### src/rtl/multicycle_ctrl.sv
// multicycle_ctrl: registered IF/ID/EX/MEM/WB control sequencer for the MIPS
// datapath. Decodes addu/add/subu/sub, ori, lw, sw, beq, bne, lui, slti and j,
// handshakes with instruction and data memory, times out stalled accesses and
// parks in a sticky error state until reset.
module multicycle_ctrl #(
    parameter int unsigned ALUCTRL_W = 5,
    parameter int unsigned TIMEOUT   = 15
) (
    input  logic                 clk,
    input  logic                 rst_n,
    input  logic [5:0]           opcode,
    input  logic [5:0]           funct,
    input  logic                 zero,
    input  logic                 imem_rdy,
    input  logic                 dmem_rdy,
    output logic                 imem_req,
    output logic                 ir_wr,
    output logic                 pc_wr,
    output logic [1:0]           pc_src,
    output logic                 reg_w,
    output logic                 reg_dst,
    output logic                 alu_src,
    output logic [1:0]           ext_op,
    output logic [ALUCTRL_W-1:0] aluctrl,
    output logic                 mem_r,
    output logic                 mem_w,
    output logic                 mem2r,
    output logic [1:0]           err,
    output logic [2:0]           state
);

    // ALU operation codes shared with the ALU
    localparam logic [ALUCTRL_W-1:0] ALU_NOP  = ALUCTRL_W'(0);
    localparam logic [ALUCTRL_W-1:0] ALU_ADDU = ALUCTRL_W'(1);
    localparam logic [ALUCTRL_W-1:0] ALU_ADD  = ALUCTRL_W'(2);
    localparam logic [ALUCTRL_W-1:0] ALU_SUBU = ALUCTRL_W'(3);
    localparam logic [ALUCTRL_W-1:0] ALU_SUB  = ALUCTRL_W'(4);
    localparam logic [ALUCTRL_W-1:0] ALU_OR   = ALUCTRL_W'(5);
    localparam logic [ALUCTRL_W-1:0] ALU_SLT  = ALUCTRL_W'(6);

    // Immediate extender modes
    localparam logic [1:0] EXT_ZERO    = 2'b00;
    localparam logic [1:0] EXT_SIGNED  = 2'b01;
    localparam logic [1:0] EXT_HIGHPOS = 2'b10;

    // PC source selects
    localparam logic [1:0] PC_PLUS4  = 2'b00;
    localparam logic [1:0] PC_BRANCH = 2'b01;
    localparam logic [1:0] PC_JUMP   = 2'b10;

    // Sticky error codes
    localparam logic [1:0] ERR_NONE    = 2'b00;
    localparam logic [1:0] ERR_ILLEGAL = 2'b01;
    localparam logic [1:0] ERR_TIMEOUT = 2'b10;

    // Opcodes and R-type function codes
    localparam logic [5:0] OP_RTYPE = 6'h00;
    localparam logic [5:0] OP_J     = 6'h02;
    localparam logic [5:0] OP_BEQ   = 6'h04;
    localparam logic [5:0] OP_BNE   = 6'h05;
    localparam logic [5:0] OP_SLTI  = 6'h0A;
    localparam logic [5:0] OP_ORI   = 6'h0D;
    localparam logic [5:0] OP_LUI   = 6'h0F;
    localparam logic [5:0] OP_LW    = 6'h23;
    localparam logic [5:0] OP_SW    = 6'h2B;

    localparam logic [5:0] FN_ADD  = 6'h20;
    localparam logic [5:0] FN_ADDU = 6'h21;
    localparam logic [5:0] FN_SUB  = 6'h22;
    localparam logic [5:0] FN_SUBU = 6'h23;

    // Wait counter only has to reach TIMEOUT-1: the stall that would make it
    // TIMEOUT is the one that raises the error instead.
    localparam int unsigned       CNT_W    = (TIMEOUT < 2) ? 1 : $clog2(TIMEOUT);
    localparam logic [CNT_W-1:0]  CNT_LAST = (TIMEOUT == 0) ? '0 : CNT_W'(TIMEOUT - 1);

    typedef enum logic [2:0] {
        S_IF  = 3'd0,
        S_ID  = 3'd1,
        S_EX  = 3'd2,
        S_MEM = 3'd3,
        S_WB  = 3'd4,
        S_ERR = 3'd5
    } state_e;

    typedef enum logic [3:0] {
        I_ILL,
        I_ADDU,
        I_ADD,
        I_SUBU,
        I_SUB,
        I_ORI,
        I_LUI,
        I_SLTI,
        I_LW,
        I_SW,
        I_BEQ,
        I_BNE,
        I_J
    } instr_e;

    state_e           cur_state;
    logic [1:0]       err_code;
    logic [CNT_W-1:0] wait_cnt;
    logic [5:0]       op_lat;
    logic [5:0]       fn_lat;

    instr_e           id_instr;
    instr_e           ex_instr;
    logic             timed_out;
    logic             ex_rtype;

    logic [ALUCTRL_W-1:0] ex_alu;
    logic                 ex_src;
    logic [1:0]           ex_ext;

    function automatic instr_e decode(input logic [5:0] op, input logic [5:0] fn);
        instr_e r;
        r = I_ILL;
        case (op)
            OP_RTYPE: begin
                case (fn)
                    FN_ADDU: r = I_ADDU;
                    FN_ADD:  r = I_ADD;
                    FN_SUBU: r = I_SUBU;
                    FN_SUB:  r = I_SUB;
                    default: r = I_ILL;
                endcase
            end
            OP_ORI:  r = I_ORI;
            OP_LUI:  r = I_LUI;
            OP_SLTI: r = I_SLTI;
            OP_LW:   r = I_LW;
            OP_SW:   r = I_SW;
            OP_BEQ:  r = I_BEQ;
            OP_BNE:  r = I_BNE;
            OP_J:    r = I_J;
            default: r = I_ILL;
        endcase
        return r;
    endfunction

    // ID decodes the live IR; later states use the copy latched in ID
    assign id_instr  = decode(opcode, funct);
    assign ex_instr  = decode(op_lat, fn_lat);
    assign ex_rtype  = (ex_instr == I_ADDU) || (ex_instr == I_ADD) ||
                       (ex_instr == I_SUBU) || (ex_instr == I_SUB);
    assign timed_out = (TIMEOUT != 0) && (wait_cnt == CNT_LAST);

    assign state = cur_state;
    assign err   = err_code;

    // Sequencer: state, sticky error, wait counter and latched instruction fields
    always_ff @(posedge clk or negedge rst_n) begin
        if (!rst_n) begin
            cur_state <= S_IF;
            err_code  <= ERR_NONE;
            wait_cnt  <= '0;
            op_lat    <= '0;
            fn_lat    <= '0;
        end else begin
            case (cur_state)
                S_IF: begin
                    if (imem_rdy) begin
                        cur_state <= S_ID;
                        wait_cnt  <= '0;
                    end else if (timed_out) begin
                        cur_state <= S_ERR;
                        err_code  <= ERR_TIMEOUT;
                        wait_cnt  <= '0;
                    end else begin
                        wait_cnt <= wait_cnt + 1'b1;
                    end
                end
                S_ID: begin
                    op_lat   <= opcode;
                    fn_lat   <= funct;
                    wait_cnt <= '0;
                    case (id_instr)
                        I_ILL: begin
                            cur_state <= S_ERR;
                            err_code  <= ERR_ILLEGAL;
                        end
                        I_J:     cur_state <= S_IF;
                        default: cur_state <= S_EX;
                    endcase
                end
                S_EX: begin
                    wait_cnt <= '0;
                    case (ex_instr)
                        I_LW, I_SW:   cur_state <= S_MEM;
                        I_BEQ, I_BNE: cur_state <= S_IF;
                        default:      cur_state <= S_WB;
                    endcase
                end
                S_MEM: begin
                    if (dmem_rdy) begin
                        cur_state <= (ex_instr == I_LW) ? S_WB : S_IF;
                        wait_cnt  <= '0;
                    end else if (timed_out) begin
                        cur_state <= S_ERR;
                        err_code  <= ERR_TIMEOUT;
                        wait_cnt  <= '0;
                    end else begin
                        wait_cnt <= wait_cnt + 1'b1;
                    end
                end
                S_WB: begin
                    cur_state <= S_IF;
                    wait_cnt  <= '0;
                end
                S_ERR: begin
                    wait_cnt <= '0;
                end
                default: begin
                    cur_state <= S_IF;
                    wait_cnt  <= '0;
                end
            endcase
        end
    end

    // ALU/extender setup for the latched instruction, shared by EX and MEM
    always_comb begin
        ex_alu = ALU_NOP;
        ex_src = 1'b0;
        ex_ext = EXT_ZERO;
        case (ex_instr)
            I_ADDU: ex_alu = ALU_ADDU;
            I_ADD:  ex_alu = ALU_ADD;
            I_SUBU: ex_alu = ALU_SUBU;
            I_SUB:  ex_alu = ALU_SUB;
            I_ORI: begin
                ex_alu = ALU_OR;
                ex_src = 1'b1;
                ex_ext = EXT_ZERO;
            end
            I_LUI: begin
                ex_alu = ALU_OR;
                ex_src = 1'b1;
                ex_ext = EXT_HIGHPOS;
            end
            I_SLTI: begin
                ex_alu = ALU_SLT;
                ex_src = 1'b1;
                ex_ext = EXT_SIGNED;
            end
            I_LW, I_SW: begin
                ex_alu = ALU_ADD;
                ex_src = 1'b1;
                ex_ext = EXT_SIGNED;
            end
            I_BEQ, I_BNE: begin
                ex_alu = ALU_SUB;
                ex_src = 1'b0;
                ex_ext = EXT_SIGNED;
            end
            default: begin
                ex_alu = ALU_NOP;
                ex_src = 1'b0;
                ex_ext = EXT_ZERO;
            end
        endcase
    end

    // Datapath controls decoded from state; everything is forced low while in reset
    always_comb begin
        imem_req = 1'b0;
        ir_wr    = 1'b0;
        pc_wr    = 1'b0;
        pc_src   = PC_PLUS4;
        reg_w    = 1'b0;
        reg_dst  = 1'b0;
        alu_src  = 1'b0;
        ext_op   = EXT_ZERO;
        aluctrl  = ALU_NOP;
        mem_r    = 1'b0;
        mem_w    = 1'b0;
        mem2r    = 1'b0;
        case (cur_state)
            S_IF: begin
                imem_req = 1'b1;
                if (imem_rdy) begin
                    ir_wr  = 1'b1;
                    pc_wr  = 1'b1;
                    pc_src = PC_PLUS4;
                end
            end
            S_ID: begin
                if (id_instr == I_J) begin
                    pc_wr  = 1'b1;
                    pc_src = PC_JUMP;
                end
            end
            S_EX: begin
                aluctrl = ex_alu;
                alu_src = ex_src;
                ext_op  = ex_ext;
                if (ex_instr == I_BEQ) begin
                    pc_src = PC_BRANCH;
                    pc_wr  = zero;
                end else if (ex_instr == I_BNE) begin
                    pc_src = PC_BRANCH;
                    pc_wr  = ~zero;
                end
            end
            S_MEM: begin
                aluctrl = ex_alu;
                alu_src = ex_src;
                ext_op  = ex_ext;
                mem_r   = (ex_instr == I_LW);
                mem_w   = (ex_instr == I_SW);
            end
            S_WB: begin
                reg_w   = 1'b1;
                reg_dst = ~ex_rtype;
                mem2r   = (ex_instr == I_LW);
            end
            default: ;
        endcase
        // imem_req is high in IF, which is also the reset state, so gate it explicitly
        if (!rst_n) begin
            imem_req = 1'b0;
            ir_wr    = 1'b0;
            pc_wr    = 1'b0;
            pc_src   = PC_PLUS4;
            reg_w    = 1'b0;
            reg_dst  = 1'b0;
            alu_src  = 1'b0;
            ext_op   = EXT_ZERO;
            aluctrl  = ALU_NOP;
            mem_r    = 1'b0;
            mem_w    = 1'b0;
            mem2r    = 1'b0;
        end
    end

endmodule

### config.mk
export PLATFORM = sky130hd
export DESIGN_NAME = multicycle_ctrl
export DESIGN_NICKNAME = d
export VERILOG_FILES = /design/src/rtl/multicycle_ctrl.sv
export SDC_FILE = /design/constraint.sdc
export NUM_CORES = 1
export LEC_CHECK = 0
export CORE_UTILIZATION = 50
export CTS_BUF_LIST = sky130_fd_sc_hd__clkbuf_8
export CTS_CLUSTER_SIZE = 24
export DETAILED_ROUTE_END_ITERATION = 8
export PLACE_DENSITY = 0.85
export SYNTH_ARGS = -nofsm -noshare
export SYNTH_HDL_FRONTEND = slang
export SYNTH_SLANG_ARGS = --single-unit
### constraint.sdc
create_clock -name clk -period 3.2 [get_ports clk]
set_input_delay 0.8 -clock clk [delete_from_list [all_inputs] [get_ports clk]]
set_output_delay 0.8 -clock clk [all_outputs]
set_load 0.005 [all_outputs]
==> results_dict.tcl, run 1 <==
set metrics [dict create \
    run_status "finished, violations left" \
    violations "DRC" \
    hp-class "flip-flop to flip-flop" \
    io_buffers 37 \
    ant_nets 0 \
    setup-violations-final 0 \
    area_delta_synth_final_pct 51.82 \
    start_util_pct 53.88 \
    gp_congestion 0.8908 \
    drive_above_1_share_pct 31.65 \
    synth_largest_area_cell "dfrtp_1" \
    synth.area.top_cells "dfrtp_1 35%, mux2_2 8.2%, nor2_1 4.7%, nand2_1 3.5%, a21oi_1 3.0%" \
    yosysTopAreaCellShare_pct 34.77 \
    root_buffer "clkbuf_8" \
    max_freq_ghz 0.3137 \
    powerDensity_nw_per_um2 692.0 \
    hold_start "wait_cnt[0]" \
    syn_inst 169 \
    synthesis.area_sq_um 1511 \
    wl_um 5360 \
    fin_worst_skew_ns 0.002979 \
    grt-ovfl-total 0 \
    nFillCells 174 \
    drc 10 \
    die_y_um 56.98 \
    cp-end-kind "output pin" \
    final_cells 268 \
    synthFlopType "dfrtp_1" \
    max_cap_violations 0 \
    period_needed_ns 3.188 \
    hold_path_depth 1 \
    cts_hold_buf 0 \
    grt_pass1_vias 1680 \
    clockBufferDepth 2 \
    period_share_pct 99.63 \
    required_ns 2.40 \
    vias_per_cell 6.392 \
    synth_edf_count 0 \
    nets 257 \
    cp-start-kind "flip-flop" \
    syn_avg_cell_area_sq_um 8.943 \
    drt-initial-drc-count 112 \
    track_usage_pct 32.07 \
    antenna_found_initial 0 \
    reg2reg_from "op_lat[1]" \
    place_area_sq_um 1977 \
    insertion_delay_ns 0.26 \
    holdWs_ns 0.5016 \
    worst_ir_drop_vdd_uv 543.2 \
    final_area_sq_um 2295 \
    synth_common_cells "21 x dfrtp_1, 19 x nor2_1, 14 x nand2_1" \
    dpl.cell_count 243 \
    crit_fanout 5 \
    diodes 0 \
    r2r-end "state[1]" \
    ys_async_sr_fraction_pct 100.0 \
    grt_max_degree 17 \
    ys_types 51 \
    holdPathEnd "wait_cnt[0]" \
    hold_viol_final 0 \
    final_max_slew_viol_count 0 \
    ys_warn_count 0 \
    path_class "flip-flop to output pin" \
    yosysMostFrequentCell "dfrtp_1" \
    cts_buffers 3 \
    clk_pin_slew_ns 0.07 \
    dp_hpwl_um 3209 \
    arrival_ns 2.39 \
    rows 19 \
    design.core.area_sq_um 2805 \
    numClockSinks 21 \
    cts_tree "yes" \
    p_leak_nw 1.048 \
    htreeDepth 1 \
    drtPass1Iterations 6 \
    vias 1713 \
    die_area_sq_um 3247 \
    r2r_cells 6 \
    ys_seq_area_share_pct 34.77 \
    r2r_slack_ns 1.11 \
    wl_per_cell_um 20.00 \
    ioPinCount 40 \
    die_x_um 56.98 \
    grt_pass1_wl_um 7893 \
    ys_ff_latch 21 \
]
==> layout by cell type (no fill, tap or decap), types with 3 or more instances in the layout <==
| master | instances |
|---|---|
| dlygate4sd2_1 | 4 |
| nand3_1 | 3 |
| or3_1 | 4 |
| dfrtp_1 | 16 |
| nor3_1 | 3 |
| mux2_2 | 11 |
| nand4b_1 | 3 |
| clkbuf_8 | 3 |
| xnor2_1 | 4 |
| and3_1 | 4 |
| buf_4 | 34 |
| a21oi_1 | 8 |
| and2_1 | 3 |
| nor2b_1 | 3 |
| o211ai_1 | 4 |
| clkdlybuf4s50_1 | 24 |
| nor2_1 | 18 |
| dfrtp_2 | 5 |
| nand2_1 | 13 |
| inv_1 | 7 |
| dlymetal6s2s_1 | 6 |
==> through the flow <==
| stage | total power [mW] | utilization [%] | setup WS (ns) | TNS, ns |
|---|---|---|---|---|
| final | 1.588 | 81.80 | 0.01196 | 0 |
| after CTS | 1.466 | 77.56 | -0.02343 | -0.02343 |
| after global placement | 1.098 | 70.47 | -0.4106 | -0.8110 |
| after floorplan | 0.9442 | - | 0.6195 | 0 |
| after global routing | 1.672 | 81.80 | -0.09576 | -0.1096 |
| after detailed placement | 1.154 | 70.47 | -0.4725 | -1.036 |
==> how the worst max path moves through the flow <==
stage                     startpoint          to  slack (ns)  cells past startpoint
after floorplan            opcode[2]       pc_wr        0.62                      5
after global placement     opcode[2]   pc_src[1]       -0.41                      7
after detailed placement   opcode[2]       pc_wr       -0.47                      7
after CTS                  op_lat[3]   ext_op[0]       -0.02                      7
after global routing       op_lat[5]  aluctrl[2]        -0.1                      7
final                      op_lat[5]  aluctrl[2]        0.01                      7
==> routing by layer <==
metal / global-route usage [%] / part of all wire [%] / vias to the layer above
li1: - / - / 752
met1: 34.96 / 35 / 806
met2: 58.32 / 51 / 121
met3: 4.082 / 7.1 / 34
met4: 20.91 / 7.5 / 0
met5: 0 / 0 / -
==> what timing repair did <==
| item | 4_1_cts | 5_1_grt |
|---|---|---|
| gates cloned | 0 | 0 |
| endpoints found under the setup margin | 10 | 10 |
| pin swaps | 7 | 7 |
| buffers inserted | 11 | 10 |
| gates resized for setup | 29 | 11 |
==> cell families after synthesis <==
kind of cell    count (synthesis)  share of synthesized area [%]
buf+inv                        17                          5.712
mux                            13                          9.520
fa+ha+maj                       2                          1.655
other cells                     1                         0.2481
xor+xnor                        6                          3.477
compound gates                 34                          16.47
flops                          21                          34.77
simple gates                   75                          28.14
==> area by class of cell <==
class / count / area (sq um) / area share, %
timing repair buffer: 73 / 653.1 / 28.46
inverter: 7 / 26.28 / 1.145
multi-input combinational: 132 / 998.5 / 43.51
tap: 31 / 38.79 / 1.690
clock buffer: 3 / 41.29 / 1.799
clock inverter: 1 / 5.005 / 0.2181
sequential: 21 / 531.8 / 23.17
==> critical path, cell delays in order, from the launching register on <==
cell	delay (ns)
dfrtp_2	0.45
buf_4	0.18
nor4_4	0.30
nand4_1	0.20
nand2_2	0.16
nand2_1	0.08
a21oi_1	0.20
clkdlybuf4s50_1	0.54
==> sequential cells by signal, indices dropped and copies added (netlist names) <==
register	cells
err	2
fn_lat	6
op_lat	6
state	3
wait_cnt	4
==> where the power goes <==
| group | total, mW | leakage [nW] | switching [mW] | internal [mW] |
|---|---|---|---|---|
| logic | 0.860 | 0.772 | 0.410 | 0.450 |
| clock network | 0.173 | 0.0255 | 0.0857 | 0.0869 |
| registers | 0.556 | 0.251 | 0.187 | 0.369 |
| total | 1.59 | 1.05 | 0.682 | 0.905 |
Power figures use the tool's default switching activity.
==> run 2: changes to the inputs <==
--- a/config.mk
+++ b/config.mk
@@ -5,6 +5,7 @@
 export SDC_FILE = /design/constraint.sdc
 export NUM_CORES = 1
 export LEC_CHECK = 0
+export CAP_MARGIN = 15
 export CORE_UTILIZATION = 50
 export CTS_BUF_LIST = sky130_fd_sc_hd__clkbuf_8
 export CTS_CLUSTER_SIZE = 24
==> results of run 2 <==
No change in the layout: final DEF, timing and power equal those of run 1.
==> run 3: changes to the inputs <==
--- a/config.mk
+++ b/config.mk
@@ -11,6 +11,7 @@
 export CTS_CLUSTER_SIZE = 24
 export DETAILED_ROUTE_END_ITERATION = 8
 export PLACE_DENSITY = 0.85
+export SLEW_MARGIN = 40
 export SYNTH_ARGS = -nofsm -noshare
 export SYNTH_HDL_FRONTEND = slang
 export SYNTH_SLANG_ARGS = --single-unit
==> results of run 3 <==
No change in the layout: final DEF, timing and power equal those of run 1.
